==> src/rtl/mac_dot_sequencer.sv <==
// Dot-product sequencer: walks two operand memories for len element pairs, drives an
// external MAC through clear/accumulate strobes, and registers the final accumulator value.
module mac_dot_sequencer #(
  parameter int AW = 8,
  parameter int DW = 32
) (
  input  logic          clk,
  input  logic          rst,
  input  logic          start,
  input  logic          abort,
  input  logic [AW-1:0] len,
  input  logic [AW-1:0] base_a,
  input  logic [AW-1:0] base_b,
  output logic [AW-1:0] a_addr,
  output logic [AW-1:0] b_addr,
  input  logic [DW-1:0] a_rdata,
  input  logic [DW-1:0] b_rdata,
  output logic [DW-1:0] mac_a,
  output logic [DW-1:0] mac_b,
  output logic          mac_clr,
  output logic          mac_en,
  output logic          mac_mode,
  input  logic [DW-1:0] mac_o,
  output logic          busy,
  output logic          done,
  output logic [DW-1:0] result,
  output logic [2:0]    state_o
);

  typedef enum logic [2:0] {
    S_IDLE  = 3'd0,
    S_CLR   = 3'd1,
    S_RUN   = 3'd2,
    S_DRAIN = 3'd3,
    S_CAPT  = 3'd4,
    S_DONE  = 3'd5
  } state_t;

  state_t        state_q, state_d;
  logic [AW-1:0] len_q, len_d;
  logic [AW-1:0] base_a_q, base_a_d;
  logic [AW-1:0] base_b_q, base_b_d;
  logic [AW-1:0] idx_q, idx_d;
  logic [AW-1:0] a_addr_q, a_addr_d;
  logic [AW-1:0] b_addr_q, b_addr_d;
  logic [DW-1:0] result_q, result_d;
  logic          mac_en_q, mac_en_d;

  always_ff @(posedge clk or posedge rst) begin
    if (rst) begin
      state_q  <= S_IDLE;
      len_q    <= '0;
      base_a_q <= '0;
      base_b_q <= '0;
      idx_q    <= '0;
      a_addr_q <= '0;
      b_addr_q <= '0;
      result_q <= '0;
      mac_en_q <= 1'b0;
    end else begin
      state_q  <= state_d;
      len_q    <= len_d;
      base_a_q <= base_a_d;
      base_b_q <= base_b_d;
      idx_q    <= idx_d;
      a_addr_q <= a_addr_d;
      b_addr_q <= b_addr_d;
      result_q <= result_d;
      mac_en_q <= mac_en_d;
    end
  end

  always_comb begin
    state_d  = state_q;
    len_d    = len_q;
    base_a_d = base_a_q;
    base_b_d = base_b_q;
    idx_d    = idx_q;
    a_addr_d = a_addr_q;
    b_addr_d = b_addr_q;
    result_d = result_q;
    mac_en_d = 1'b0;
    case (state_q)
      S_IDLE: begin
        if (start && !abort) begin
          len_d    = len;
          base_a_d = base_a;
          base_b_d = base_b;
          state_d  = S_CLR;
        end
      end
      S_CLR: begin
        idx_d = '0;
        if (len_q == '0) begin
          result_d = '0;
          state_d  = S_DONE;
        end else begin
          state_d = S_RUN;
        end
      end
      S_RUN: begin
        // Address wraps mod 2^AW; mac_en lags one cycle to line up with read data.
        a_addr_d = base_a_q + idx_q;
        b_addr_d = base_b_q + idx_q;
        idx_d    = idx_q + AW'(1);
        mac_en_d = 1'b1;
        if (idx_q == len_q - AW'(1)) state_d = S_DRAIN;
      end
      S_DRAIN: state_d = S_CAPT;
      S_CAPT: begin
        result_d = mac_o;
        state_d  = S_DONE;
      end
      S_DONE:  state_d = S_IDLE;
      default: state_d = S_IDLE;
    endcase
    // Abort wins over every transition and suppresses any further accumulate.
    if (abort && state_q != S_IDLE) begin
      state_d  = S_IDLE;
      mac_en_d = 1'b0;
      result_d = result_q;
    end
  end

  assign a_addr   = a_addr_d;
  assign b_addr   = b_addr_d;
  assign mac_a    = a_rdata;
  assign mac_b    = b_rdata;
  assign mac_clr  = (state_q == S_CLR);
  assign mac_en   = mac_en_q;
  assign mac_mode = 1'b1;
  assign busy     = (state_q != S_IDLE);
  assign done     = (state_q == S_DONE);
  assign result   = result_q;
  assign state_o  = state_q;

endmodule

==> config.mk <==
export PLATFORM = sky130hd
export DESIGN_NAME = mac_dot_sequencer
export DESIGN_NICKNAME = d
export VERILOG_FILES = /design/src/rtl/mac_dot_sequencer.sv
export SDC_FILE = /design/constraint.sdc
export NUM_CORES = 1
export LEC_CHECK = 0
export BUFFER_PORTS_ARGS = -buffer_cell sky130_fd_sc_hd__buf_2
export CAP_MARGIN = 5
export CORE_MARGIN = 10
export CORE_UTILIZATION = 30
export CTS_CLUSTER_DIAMETER = 30
export CTS_CLUSTER_SIZE = 16
export DETAILED_ROUTE_END_ITERATION = 7
export SYNTH_ARGS = -nofsm -noshare
export SYNTH_HDL_FRONTEND = slang
export SYNTH_SLANG_ARGS = --single-unit
export TNS_END_PERCENT = 20
==> constraint.sdc <==
create_clock -name clk -period 3.9 [get_ports clk]
set_clock_uncertainty 0.1 [all_clocks]
set_input_delay 0.78 -clock clk [delete_from_list [all_inputs] [get_ports clk]]
set_output_delay 0.78 -clock clk [all_outputs]
set_load 0.01 [all_outputs]
* Word level (Yosys, flattened, before mapping)
Index checks and enable logic that the tools add are counted.
** Storage, ports and cells
- Register bits after elaboration :: 84
- Input port bits :: 124
- Output and inout port bits :: 120
- Word-level logic and storage cells :: 46
** Cells by class
- Add/subtract/negate cells :: 4
- Eq/ne operators :: 9
- Multiplexer cells :: 12
- Bitwise logic cells :: 1
- Reductions and logical operators :: 11
** Operator list (number)
- $pmux W32 S2 :: 1
- $mux W32 :: 1
- $add A8 B8 Y8 :: 2
- $mux W8 :: 2
- $pmux W8 S2 :: 1
- $pmux W3 S5 :: 1
- $mux W3 :: 4
- $add A8 B1 Y8 const B :: 1
- $eq A8 B8 Y1 :: 1
- $logic_not A8 Y1 :: 1
- $sub A8 B1 Y8 const B :: 1
- $eq A3 B2 Y1 const B :: 2
- $eq A3 B3 Y1 const B :: 2
- $ne A3 B3 Y1 const B :: 2
- $reduce_and A2 Y1 :: 2
- $reduce_bool A2 Y1 :: 2
- $eq A3 B1 Y1 const B :: 1
- $logic_not A3 Y1 :: 1
- $reduce_and A3 Y1 :: 1
- $reduce_bool A3 Y1 :: 1
- $logic_and A1 B1 Y1 :: 2
- $mux W1 :: 2
- $ne A2 B1 Y1 const B :: 1
- $logic_not A1 Y1 :: 1
- $not A1 Y1 :: 1

* Longest topological paths before layout
- Word-level depth :: 5
- Depth in mapped cells :: 8
- Depth with buffers taken out :: 8

* Worst setup path before layout
Ideal clock, no wire load.
- Path kind :: flip-flop to output port
- From :: register idx_q[1]
- To :: output a_addr[5]
- Arrival time :: 1.767 ns
- Data required time :: 3.020 ns
- Path slack :: 1.253 ns
- Stages on the path, launching flop included :: 7
- Path buffers :: 0
- Cell sequence :: dfrtp_1 > ha_1 > a21oi_1 > o21ai_0 > o21a_1 > o21a_1 > o31ai_1
** On the way
- Longest elaborated chain between the ends :: 2
** RTL lines
- from (decl) :: line 43 : logic [AW-1:0] idx_q, idx_d;
- from (signal assigned) :: line 65 : idx_q <= idx_d;
- $add A8 B8 Y8 :: line 103 : a_addr_d = base_a_q + idx_q;
- $mux W8 :: line 83 : case (state_q)
- to (decl) :: line 14 : output logic [AW-1:0] a_addr,
Every way passes these cells.

* Worst setup path in the final report
- From :: register idx_q[0]
- To :: output a_addr[6]
The elaborated chain is that of the path after synthesis.

==> reports/metrics.yaml <==
setup_path:
  rr_worst_depth: 6
  r2r-start: "state_o[1]"
  start_kind: "flop"
  worstReg2RegEnd: "idx_q[6]"
  slowest_stage: "dfrtp_1"
  crit_arrival_ns: 2.48
  critPathCaptureType: "primary output"
  cp_cell_sequence: "ha_1 > inv_1 > fa_1 > nor2b_1 > o21ai_0 > a21boi_0 > or3_1 > nand3_1 > buf_2"
  cp_max_fo: 7
  crit_path_start: "idx_q[0]"
  crit_path_end: "a_addr[6]"
  timing.reg2reg.setup_slack_ns: 1.59
  critical_path_class: "flop to primary output"
  max_stage_delay_ns: 0.47
  worstPathRequired_ns: 3.02
global_route:
  grt_pass1_vias: 3340
  grt_overflow: 0
  groute.usage.overall_pct: 11.2
  grt_max_degree: 63
  antenna_found_initial: 0
  grt_pass1_wl_um: 18100
cells_and_area:
  post-route-util_pct: 34.2
  drive_gt1_share_pct: 34.5
  multiInputGateArea_sq_mm: 0.00185
  seq_area_sq_mm: 0.00210
  layout_common_cells: "buf_2, dfrtp_1, nand2_1"
  fillers: 1532
  final_common_cell: "buf_2"
  fin_nets: 616
  synthToLayoutAreaGrowth_pct: 12.7
timing:
  worstMarginPinSlew_ns: 1.08
  slew_headroom_pct: 27.9
  fin_crit_sh_pct: 86.0
  slew_viol_final: 0
  rsz0062_at_grt: "false"
  tns_ns: 0
  final-hold-violation-count: 0
  fin_crit_ns: 3.36
  timing.fmax_mhz: 298
  finalSetupViolCount: 0
synth:
  ys_seq_area_share_pct: 45.9
  yosysWarnings: 0
  syn_area_sq_mm: 0.00458
  synth.avg_cell_area_sq_um: 10.8
  synth_edf_count: 0
  ys_async_sr_fraction_pct: 100
  synth_fp_nets: 568
  synth_seq_cells: 84
  yosys_most_used_dff: "dfrtp_1"
  ys_types: 47
  synthCells: 425
power_and_ir_drop:
  leakagePower_uw: 0.00255
  vdd_ir_drop_max_v: 0.000232
  p_per_area_mw_per_mm2: 711
job:
  drv_cap: 0
cts:
  htreeDepth: 3
  cts_setup_buffers: 0
  ctsHoldBuffers: 0
  cts_resized: 0
  cts_tree: "done"
  path_clk_slew_ns: 0.06
  cts.sinks: 84
  ctsLongestPathBuffers: 2
  clk_latency_ns: 0.34
  cts_buffers: 9
  cts_root_buf: "clkbuf_16"
run_status:
  outcome: "finished, final reports clean"
route:
  drt-pass1-iter-count: 5
  finalWirelength_um: 11500
  drc: 0
  vias_per_cell: 4.85
  routedWlPerCell_um: 17.3
  antenna_left: 0
  vias: 3236
  drt-initial-drc-count: 219
die:
  die_w_um: 144
  fp.coreArea_sq_mm: 0.0151
  start_util_pct: 30.3
  die_y_um: 144
  rows: 45
  top_level_ports: 244
  die_area_sq_mm: 0.0206
placement:
  gp_congestion: 0.783
  port-buffer-count: 114
  dp.final_hpwl_um: 8760
worst_hold_path:
  hold_class: "flop to flop"
[cell type report]
class,count,area share [%]
Multi-Input combinational cell,245,35.8
Clock buffer,11,4.70
Timing Repair Buffer,119,11.9
Clock inverter,5,1.16
Tap cell,188,4.56
Sequential cell,84,40.7
Inverter,14,1.04
Antenna cell,1,0.0485
[critical path: cells and delay by family (launching register included)]
| family | cells | cell delay, ns |
|---|---|---|
| AO/OA/AOI/OAI | 2 | 0.44 |
| buffers and inverters | 2 | 0.23 |
| adder cells (fa/ha/maj) | 2 | 0.61 |
| AND/OR/NAND/NOR | 3 | 0.38 |
| flip-flops | 1 | 0.47 |
[registers in the layout, summed over array words and instances (netlist names)]
name and flops:
len_q 8, state_o 3, mac_en 1, a_addr_q 8, result 32, idx_q 8
base_b_q 8, base_a_q 8, b_addr_q 8
[synthesized netlist by cell type (all sizes together) (7+ instances only)]
cell type,number,area (sq um)
a21oi,8,40.0
a22o,33,289
buf,74,553
clkbuf,8,30.0
dfrtp,84,2100
ha,17,213
inv,14,52.6
mux2,24,270
nand2,34,128
nor2,10,37.5
nor2b,7,43.8
nor3,8,40.0
o21ai,25,129
xnor2,11,96.3
[where the power goes]
group          leakage, uW  total [uW]  switching (uW)  internal [uW]
Clock             0.000146         870             354            516
Sequential         0.00107        1450             244           1210
Combinational      0.00133        1350             703            646
Total              0.00255        3670            1300           2370
[metal layers]
| metal | routed length, um | track usage, % | part of all wire (%) |
|---|---|---|---|
| met1 | 4820 | 13.8 | 42 |
| met2 | 5730 | 17.4 | 50 |
| met3 | 632 | 2.97 | 5.5 |
| met4 | 323 | 6.18 | 2.8 |
| met5 | 0 | 0 | 0 |
[worst min-delay path by stage]
stage,from,endpoint,slack [ns],cells past startpoint
floorplan,base_a_q[0],base_a_q[0],0.39,1
global placement,b_addr_q[0],b_addr_q[0],0.36,2
detailed placement,b_addr_q[0],b_addr_q[0],0.35,2
CTS,b_addr_q[0],b_addr_q[0],0.37,2
global route,b_addr_q[5],b_addr_q[5],0.41,2
finish,b_addr_q[0],b_addr_q[0],0.38,2
[logic make-up after synthesis]
kind of cell / count (synthesis) / synth area share (%)
buffers and inverters: 96 / 13.9
adder cells (fa/ha/maj): 19 / 5.52
flip-flops: 84 / 45.9
XOR/XNOR: 16 / 3.36
other: 1 / 0.0819
AO/OA/AOI/OAI: 90 / 14.0
multiplexers: 25 / 6.12
AND/OR/NAND/NOR: 94 / 11.1
[metrics by stage]
stage	cells	hold WS, ns	total power, uW	worst slack (ns)	cell area, sq um
3_5_place_dp	649	0.355	2840	0.920	4840
5_1_grt	666	0.410	3940	0.285	5160
2_1_floorplan	425	0.386	2360	0.855	4580
4_1_cts	665	0.369	3720	0.537	5140
3_3_place_gp	649	0.358	2810	0.984	4840
6_report	667	0.377	3670	0.545	5160
No activity file was read; power rests on OpenSTA's default activity.
